## config.mk

```make
export PLATFORM = sky130hd
export DESIGN_NAME = threshold_alarm_monitor
export DESIGN_NICKNAME = d
export VERILOG_FILES = /design/src/rtl/threshold_alarm_monitor_pkg.sv /design/src/rtl/threshold_alarm_monitor_magnitude_comparator.sv /design/src/rtl/threshold_alarm_monitor.sv
export SDC_FILE = /design/constraint.sdc
export NUM_CORES = 1
export LEC_CHECK = 0
export BUFFER_PORTS_ARGS = -buffer_cell sky130_fd_sc_hd__buf_2
export CAP_MARGIN = 10
export CORE_UTILIZATION = 40
export CTS_CLUSTER_SIZE = 14
export DETAILED_ROUTE_END_ITERATION = 8
export PLACE_DENSITY = 0.58
export SLEW_MARGIN = 5
export SYNTH_ARGS = -nofsm -noshare
export SYNTH_HDL_FRONTEND = slang
export SYNTH_HIERARCHICAL = 1
export SYNTH_SLANG_ARGS = --single-unit
```

## constraint.sdc

```tcl
create_clock -name clk -period 3 [get_ports clk]
set_input_delay 0.15 -clock clk [delete_from_list [all_inputs] [get_ports clk]]
set_output_delay 0.15 -clock clk [all_outputs]
set_load 0.01 [all_outputs]
```

## src/rtl/threshold_alarm_monitor_pkg.sv

```systemverilog
// Shared types and constants for the threshold alarm monitor slice.
package threshold_alarm_monitor_pkg;

  // Sample width used by the monitor and its comparators
  localparam int SAMPLE_W = 4;

  // Width of the consecutive-qualifier (debounce) counter
  localparam int DEB_W = 4;

  // Legal range for the DEBOUNCE parameter
  localparam int DEB_MIN = 1;
  localparam int DEB_MAX = 15;

  // Alarm FSM: LOW/ARMING are alarm-off, HIGH/DISARMING are alarm-on
  typedef enum logic [1:0] {
    ST_LOW       = 2'd0,
    ST_ARMING    = 2'd1,
    ST_HIGH      = 2'd2,
    ST_DISARMING = 2'd3
  } alarm_state_t;

  // True for states in which the alarm level is asserted
  function automatic logic is_alarm_state(input alarm_state_t st);
    return (st == ST_HIGH) || (st == ST_DISARMING);
  endfunction

endpackage

```

## src/rtl/threshold_alarm_monitor_magnitude_comparator.sv

```systemverilog
// Unsigned magnitude comparator; GREATER selects a>b, otherwise a<b.
module magnitude_comparator
  import threshold_alarm_monitor_pkg::*;
#(
  parameter int W       = SAMPLE_W,
  parameter bit GREATER = 1'b1
) (
  input  logic [W-1:0] a,
  input  logic [W-1:0] b,
  output logic         result
);

  // Strict comparison: equality never produces a hit
  always_comb begin
    if (GREATER) begin
      result = (a > b);
    end else begin
      result = (a < b);
    end
  end

endmodule

```

## src/rtl/threshold_alarm_monitor.sv

```systemverilog
// Debounced, hysteretic threshold alarm with event counter and peak tracker.
module threshold_alarm_monitor
  import threshold_alarm_monitor_pkg::*;
#(
  parameter int DEBOUNCE = 3,
  parameter int CNT_W    = 8
) (
  input  logic                clk,
  input  logic                rst_n,
  input  logic                sample_valid,
  input  logic [SAMPLE_W-1:0] sample,
  input  logic [SAMPLE_W-1:0] thr_hi,
  input  logic [SAMPLE_W-1:0] thr_lo,
  input  logic                clear,
  output logic                alarm,
  output logic                alarm_rise,
  output logic                alarm_fall,
  output logic [CNT_W-1:0]    event_cnt,
  output logic [SAMPLE_W-1:0] peak,
  output logic                peak_valid
);

  if ((DEBOUNCE < DEB_MIN) || (DEBOUNCE > DEB_MAX)) begin : g_bad_debounce
    $fatal(1, "threshold_alarm_monitor: DEBOUNCE=%0d outside %0d..%0d",
           DEBOUNCE, DEB_MIN, DEB_MAX);
  end

  localparam logic [DEB_W-1:0] DEB_TARGET = DEB_W'(DEBOUNCE);
  localparam logic [CNT_W-1:0] CNT_ONE    = CNT_W'(1);

  logic                s1_v;
  logic [SAMPLE_W-1:0] s1_d;
  logic                above;
  logic                below;
  logic                above_peak;
  alarm_state_t        state;
  alarm_state_t        state_nxt;
  logic [DEB_W-1:0]    deb;
  logic [DEB_W-1:0]    deb_nxt;
  logic [DEB_W-1:0]    deb_inc;
  logic                rise_nxt;
  logic                fall_nxt;

  // Stage 1: register the incoming sample and its qualifier
  always_ff @(posedge clk or negedge rst_n) begin
    if (!rst_n) begin
      s1_v <= 1'b0;
      s1_d <= '0;
    end else if (clear) begin
      s1_v <= 1'b0;
      s1_d <= '0;
    end else begin
      s1_v <= sample_valid;
      s1_d <= sample;
    end
  end

  magnitude_comparator #(.W(SAMPLE_W), .GREATER(1'b1)) u_cmp_hi (
    .a      (s1_d),
    .b      (thr_hi),
    .result (above)
  );

  magnitude_comparator #(.W(SAMPLE_W), .GREATER(1'b0)) u_cmp_lo (
    .a      (s1_d),
    .b      (thr_lo),
    .result (below)
  );

  magnitude_comparator #(.W(SAMPLE_W), .GREATER(1'b1)) u_cmp_peak (
    .a      (s1_d),
    .b      (peak),
    .result (above_peak)
  );

  assign deb_inc = deb + 4'd1;
  assign alarm   = is_alarm_state(state);

  // Next-state logic: off states watch only 'above', on states watch only 'below'
  always_comb begin
    state_nxt = state;
    deb_nxt   = deb;
    if (s1_v) begin
      unique case (state)
        ST_LOW: begin
          if (above) begin
            if (DEBOUNCE == 1) begin
              state_nxt = ST_HIGH;
              deb_nxt   = '0;
            end else begin
              state_nxt = ST_ARMING;
              deb_nxt   = 4'd1;
            end
          end
        end
        ST_ARMING: begin
          if (above) begin
            if (deb_inc == DEB_TARGET) begin
              state_nxt = ST_HIGH;
              deb_nxt   = '0;
            end else begin
              deb_nxt = deb_inc;
            end
          end else begin
            state_nxt = ST_LOW;
            deb_nxt   = '0;
          end
        end
        ST_HIGH: begin
          if (below) begin
            if (DEBOUNCE == 1) begin
              state_nxt = ST_LOW;
              deb_nxt   = '0;
            end else begin
              state_nxt = ST_DISARMING;
              deb_nxt   = 4'd1;
            end
          end
        end
        ST_DISARMING: begin
          if (below) begin
            if (deb_inc == DEB_TARGET) begin
              state_nxt = ST_LOW;
              deb_nxt   = '0;
            end else begin
              deb_nxt = deb_inc;
            end
          end else begin
            state_nxt = ST_HIGH;
            deb_nxt   = '0;
          end
        end
        default: begin
          state_nxt = ST_LOW;
          deb_nxt   = '0;
        end
      endcase
    end
    rise_nxt = (state_nxt == ST_HIGH) && !is_alarm_state(state);
    fall_nxt = (state_nxt == ST_LOW)  &&  is_alarm_state(state);
  end

  // FSM state, debounce count and edge pulses; clear suppresses any pulse
  always_ff @(posedge clk or negedge rst_n) begin
    if (!rst_n) begin
      state      <= ST_LOW;
      deb        <= '0;
      alarm_rise <= 1'b0;
      alarm_fall <= 1'b0;
    end else if (clear) begin
      state      <= ST_LOW;
      deb        <= '0;
      alarm_rise <= 1'b0;
      alarm_fall <= 1'b0;
    end else begin
      state      <= state_nxt;
      deb        <= deb_nxt;
      alarm_rise <= rise_nxt;
      alarm_fall <= fall_nxt;
    end
  end

  // Saturating alarm-entry counter and running peak of valid samples
  always_ff @(posedge clk or negedge rst_n) begin
    if (!rst_n) begin
      event_cnt  <= '0;
      peak       <= '0;
      peak_valid <= 1'b0;
    end else if (clear) begin
      event_cnt  <= '0;
      peak       <= '0;
      peak_valid <= 1'b0;
    end else begin
      if (rise_nxt && (event_cnt != '1)) begin
        event_cnt <= event_cnt + CNT_ONE;
      end
      if (s1_v && (!peak_valid || above_peak)) begin
        peak       <= s1_d;
        peak_valid <= 1'b1;
      end
    end
  end

endmodule
```

==> impl_metrics.toml, run 1 <==
[run_status]
status = "finished, final reports clean"

[critical_path]
worstPathRequired_ps = 3150
critical_path.slowest_cell = "nor3_1"
cp_max_fo = 7
rr_startpoint = "s1_d[3]"
r2r-end = "event_cnt[1]"
r2r_cells = 8
crit_path_start_kind = "register"
crit_type = "register to register"
cp.arrival_ps = 2620
max_stage_delay_ps = 460
r2r_setup_slack_ps = 530
cp_cell_sequence = "ha_1 > and4_2 > a21oi_1 > nor2b_4 > nand4_1 > nor3_1 > mux2i_1 > nor2_1"
end_kind = "register"

[grt]
first_global_vias = 1264
grt_max_degree = 27
grt-ovfl-total = 0
antenna_found_initial = 0
grt_usage_pct = 16.8
grt_pass1_wl_mm = 5.53

[logic_synthesis]
syn-mean-instance-area_sq_um = 9.97
synth-adder-area-share_pct = 11.0
synth_compound_area_share_pct = 12.2
syn_inst = 160
yosysUniqueCellTypes = 41
synth_top_family_by_area = "simple AND/OR/NAND/NOR gates"
synth_ff_type = "dfrtp_1"
ys_seq_area_share_pct = 40.8
synth_xor_area_share_pct = 3.29
async_reset_ff_share_pct = 100
synth_seq_cells = 26
synth_edf_count = 0
syn_area_sq_um = 1600
synthMuxAreaShare_pct = 3.76
yosysWarnings = 6
synth_nets = 190
yosys.area_share.simple_pct = 24.2

[power]
clockPowerShare_pct = 38.8
vdd_drop_max_mv = 0.150
p_int_w = 0.000576
p_seq_share_pct = 49.8
p_sw_share_pct = 22.3
p_comb_share_pct = 11.4
p_leak_nw = 0.898
powerDensity_nw_per_um2 = 395
p_sw_w = 0.000166

[clock_network]
cts.sinks = 26
cts-buffers-inserted = 3
clk_latency_ps = 270
cts_tree = "built"
h-tree-depth = 1
cts-root-buf = "clkbuf_8"
cts_buffer_depth = 2
post_cts_buffers = 0
path_clk_slew_ps = 90

[run]
cap_violations = 0

[floorplan]
die_x_microns = 65.2
ios = 32
start_util_pct = 42.6
fp.dieH_microns = 65.2
rows = 22
core_sq_um = 3740
die_area_sq_um = 4240

[route]
dr_total_vias = 1240
viasPerCell = 5.17
drc = 0
wirelength_mm = 3.12
postRouteAntennaNets = 0
dr.pass1.iters = 4
wl_per_cell_microns = 13.0
drtIter0Drc = 27

[final_layout]
antenna_cells = 0
drive_gt1_share_pct = 23.4
multi_input_area_sq_um = 868
nNetsFinal = 223
fill_cells = 370
final_common_cell = "buf_2"
fin_area_sq_um = 1880
mostFrequentLayoutCells = "buf_2 (31), dfrtp_1 (26), nor2_1 (22)"
syn2layout_area_growth_pct = 17.6
regArea_sq_um = 651

[sta]
timing.final.crit_period_ps = 2470
hold_viol = 0
slew_headroom_pct = 61.6
holdWs_ps = 101
fin_skew_ps = 4.23
setup_violations = 0
fmax_ghz = 0.405
grt_setup_unrepaired = "false"
maxSlewViolCount = 0
timing.final.ws_setup_ps = 534
tightestPinTransition_ps = 576
min_period_over_period_pct = 82.2
fin_setup_tns_ps = 0

[hold_path]
holdPathEnd = "s1_d[2]"
hold_class = "primary input to register"
hold_start = "sample[2]"
whs_path_depth = 2

[placement]
portBuffers = 31
gp_congestion = 0.821
placedInstanceArea_sq_um = 1790
dp_worst_setup_slack_ps = 527
place_hpwl_mm = 2.46
## layout make-up
type / instances / share of cell area [%]
tap: 48 / 3.20
clock buffer: 3 / 2.20
timing repair buffer: 32 / 8.81
multi-input combinational: 114 / 46.3
inverter: 16 / 3.20
clock inverter: 1 / 1.60
sequential: 26 / 34.7
## how the worst max path moves through the flow
stage	to	startpoint	depth (start not counted)
after floorplan	event_cnt[6]	s1_d[3]	8
after global placement	event_cnt[1]	s1_d[3]	8
after detailed placement	event_cnt[1]	s1_d[3]	8
after CTS	event_cnt[1]	s1_d[3]	8
after global routing	event_cnt[1]	s1_d[1]	9
final	event_cnt[1]	s1_d[3]	8
## worst max-delay path, delay by kind of cell (launching register included)
family                   cells  cell delay (ps)
flip-flops                   1              430
AO/OA/AOI/OAI                1              110
AND/OR/NAND/NOR              5             1240
adder cells (fa/ha/maj)      1              350
multiplexers                 1              230
## state kept, by name, summed over array words and instances (netlist names)
signal and flops:
state 2, peak_valid 1, peak 4, event_cnt 8, alarm_fall 1, s1_v 1, s1_d 4, deb 4
alarm_rise 1
## what timing repair did
action	in CTS	in global routing
hold endpoints to repair	26	0
gates resized for setup	0	0
hold buffers	1	0
## power groups by stage
stage / clock (W) / combinational, W / sequential [W]
6_report: 0.000288 / 0.0000848 / 0.000369
5_1_grt: 0.000309 / 0.0000988 / 0.000370
4_1_cts: 0.000295 / 0.0000869 / 0.000369
3_5_place_dp: 0 / 0.0000860 / 0.000376
3_3_place_gp: 0 / 0.0000824 / 0.000376
2_1_floorplan: 0 / 0.0000549 / 0.000373
## routing by layer
metal  track usage (%)  vias to the layer above  part of all wire (%)
met5                 0                        -                     0
met4              4.89                        0                   1.2
met3              2.26                        4                   2.9
met2              31.5                       18                    51
met1              19.8                      594                    45
li1                  -                      624                     -
## cells in the mapped netlist (2+ instances only)
master     n  share of area [%]
nor2b_1    8                3.1
o31ai_1    2               0.94
and2_1     2               0.78
nand2_1    6                1.4
inv_1     16                3.8
nor3_1     5                1.6
nor4_1     2               0.78
a21oi_1    7                2.2
xnor2_1    5                2.7
nor2_1    22                5.2
dfrtp_1   26                 41
clkbuf_1   3               0.71
mux2i_1    6                3.8
o211ai_1   2               0.94
o21ai_0    2               0.63
nand3_1    4                1.3
nand4_1    2               0.78
and4_2     2                1.3
ha_1      14                 11
nand3b_1   2               0.94
and3b_1    2                1.1
## logic make-up after synthesis
group	after synthesis
AND/OR/NAND/NOR	66
flip-flops	26
AO/OA/AOI/OAI	22
buffers and inverters	20
adder cells (fa/ha/maj)	14
XOR/XNOR	6
multiplexers	6
## through the flow
step | total power, W | utilization, % | std cells
after floorplan | 0.000428 | - | 160
final | 0.000741 | 50.1 | 240
after CTS | 0.000751 | 50.1 | 240
after detailed placement | 0.000462 | 47.9 | 235
after global routing | 0.000779 | 50.1 | 240
after global placement | 0.000458 | 47.9 | 235
Note: power is estimated with default switching activity, not from simulation.
==> run 2: changes to the inputs <==
==> constraint.sdc (replaced) <==
create_clock -name clk -period 2.55 [get_ports clk]
set_input_delay 0.1275 -clock clk [delete_from_list [all_inputs] [get_ports clk]]
set_output_delay 0.1275 -clock clk [all_outputs]
set_load 0.01 [all_outputs]
==> run 2 against run 1 <==
  * First-iteration DRC count decreased by 19%
  * Power increased by 18%
  * Sequential power increased by 17%
  * Cell count increased by 1.3%
  * Register-to-register slack got worse by 340 ps
  * Non-clock buffer count increased by 3
  * Die area unchanged
  * Global-route usage decreased by 0.12 points
  * Cell area increased by 1.5%
  * Count of clock-buffer cells in the layout unchanged
  * Flip-flop and latch count unchanged
  * Clock power increased by 17%
  * Largest cell class unchanged
==> impl_metrics.toml, run 2 (synthesis results as in run 1) <==
[sta]
fmax_ghz = 0.425
hold_viol = 0
grt_setup_unrepaired = "false"
fin_setup_tns_ps = 0
fin_skew_ps = 4.66
slew_headroom_pct = 61.6
min_period_over_period_pct = 92.3
timing.final.crit_period_ps = 2350
tightestPinTransition_ps = 576
maxSlewViolCount = 0
setup_violations = 0
holdWs_ps = 83.0

[hold_path]
hold_start = "sample[2]"
hold_class = "primary input to register"

[power]
p_seq_share_pct = 49.5
p_sw_share_pct = 22.3
vdd_drop_max_mv = 0.219
total_power_w = 0.000875
p_sw_w = 0.000195
p_comb_share_pct = 12.0
powerDensity_nw_per_um2 = 460
clockPowerShare_pct = 38.5
p_leak_nw = 0.913
p_int_w = 0.000680

[run]
cap_violations = 0

[clock_network]
cts-buffers-inserted = 3
cts.sinks = 26
clk_latency_ps = 260
h-tree-depth = 1
post_cts_buffers = 0
cts_buffer_depth = 2
cts_tree = "built"
cts-root-buf = "clkbuf_8"
path_clk_slew_ps = 90

[final_layout]
drive_gt1_share_pct = 25.1
largest_register_ffs = 8
final_common_cell = "buf_2"
postLayoutCoreUtil_pct = 50.8
syn2layout_area_growth_pct = 19.3
fin_area_sq_um = 1900
top_register = "event_cnt"
antenna_cells = 0
mostFrequentLayoutCells = "buf_2 (31), dfrtp_1 (26), nor2_1 (22)"
nNetsFinal = 226

[route]
drc = 0
wl_per_cell_microns = 13.4
topRoutingLayerUsed = "met4"
drtIter0Drc = 22
dr.pass1.iters = 4
viasPerCell = 5.03
dr_total_vias = 1222
wl_met1_mm = 1.48
postRouteAntennaNets = 0
wl_met3_microns = 106
wl_met2_mm = 1.65
wirelength_mm = 3.26

[floorplan]
fp.dieH_microns = 65.2
ios = 32
core_sq_um = 3740
start_util_pct = 42.6
die_area_sq_um = 4240
rows = 22
die_x_microns = 65.2

[critical_path]
cpLargestDelayFamily = "simple AND/OR/NAND/NOR gates"
end_kind = "register"
cp_max_fo = 7
cp.arrival_ps = 2500
crit_type = "register to register"
rr_startpoint = "s1_d[1]"
critical_path.startpoint = "s1_d[1]"
worst-path-buf-inv = 1
max_stage_delay_ps = 440
crit_path_start_kind = "register"
cp_cell_sequence = "ha_1 > nor2b_1 > o211ai_1 > a21oi_1 > nor2b_4 > nand4_1 > buf_4 > nor4_1 > mux2i_1 > nor2_1"
worstPathRequired_ps = 2690
critical_path.slowest_cell = "dfrtp_1"

[run_status]
status = "finished, final reports clean"

[grt]
grt_max_degree = 27
grt-ovfl-total = 0
antenna_found_initial = 0
grt_pass1_wl_mm = 5.58
grt_usage_pct = 16.7
first_global_vias = 1280

[placement]
gp_congestion = 0.825
place_hpwl_mm = 2.53
placedInstanceArea_sq_um = 1820
portBuffers = 31
run 2: cell types whose count changed in the layout (fill, tap and decap cells not counted), sizes merged:
cell,previous run,this run
buf,31,34
run 2: power by group through the flow:
stage	clock network [W]	logic [W]	registers, W
2_1_floorplan	0	0.0000646	0.000439
3_3_place_gp	0	0.000100	0.000441
3_5_place_dp	0	0.000104	0.000442
4_1_cts	0.000343	0.000106	0.000434
5_1_grt	0.000359	0.000119	0.000435
6_report	0.000336	0.000105	0.000433
run 2: layout make-up:
| cell class | count | area, sq um |
|---|---|---|
| clock buffers | 3 | 41.3 |
| clock inverters | 1 | 30.0 |
| fillers | 381 | 1840 |
| inverters | 16 | 60.1 |
| multi-input cells | 114 | 873 |
| flip-flops and latches | 26 | 651 |
| well taps | 48 | 60.1 |
| repair buffers | 35 | 188 |
run 2: per-stage QoR:
step | setup WS, ps | cells
3_3_place_gp | 294 | 238
4_1_cts | 187 | 243
5_1_grt | 66.0 | 243
6_report | 197 | 243
2_1_floorplan | 310 | 160
3_5_place_dp | 233 | 238
run 2: final timing paths:
kind | slack [ps] | to | depth (start not counted)
worst max-delay path | 200 | event_cnt[6] | 10
worst min-delay path | 80 | s1_d[2] | 2
worst max register to register | 200 | event_cnt[6] | 10
worst min register to register | 530 | peak_valid | 2
max in group asynchronous | 1780 | s1_d[3] | 2
min in group asynchronous | 380 | event_cnt[5] | 2
run 2: what timing repair did:
item / in CTS / in global routing
hold endpoints to repair: 26 / 0
hold buffers: 1 / 0
endpoints found under the setup margin: 0 / 1
gates resized for setup: 0 / 1
run 2: routing by layer:
metal,up-vias,GRT usage (%)
met3,2,2.60
met4,0,4.08
li1,627,-
met2,24,31.1
met1,569,19.9
met5,-,0
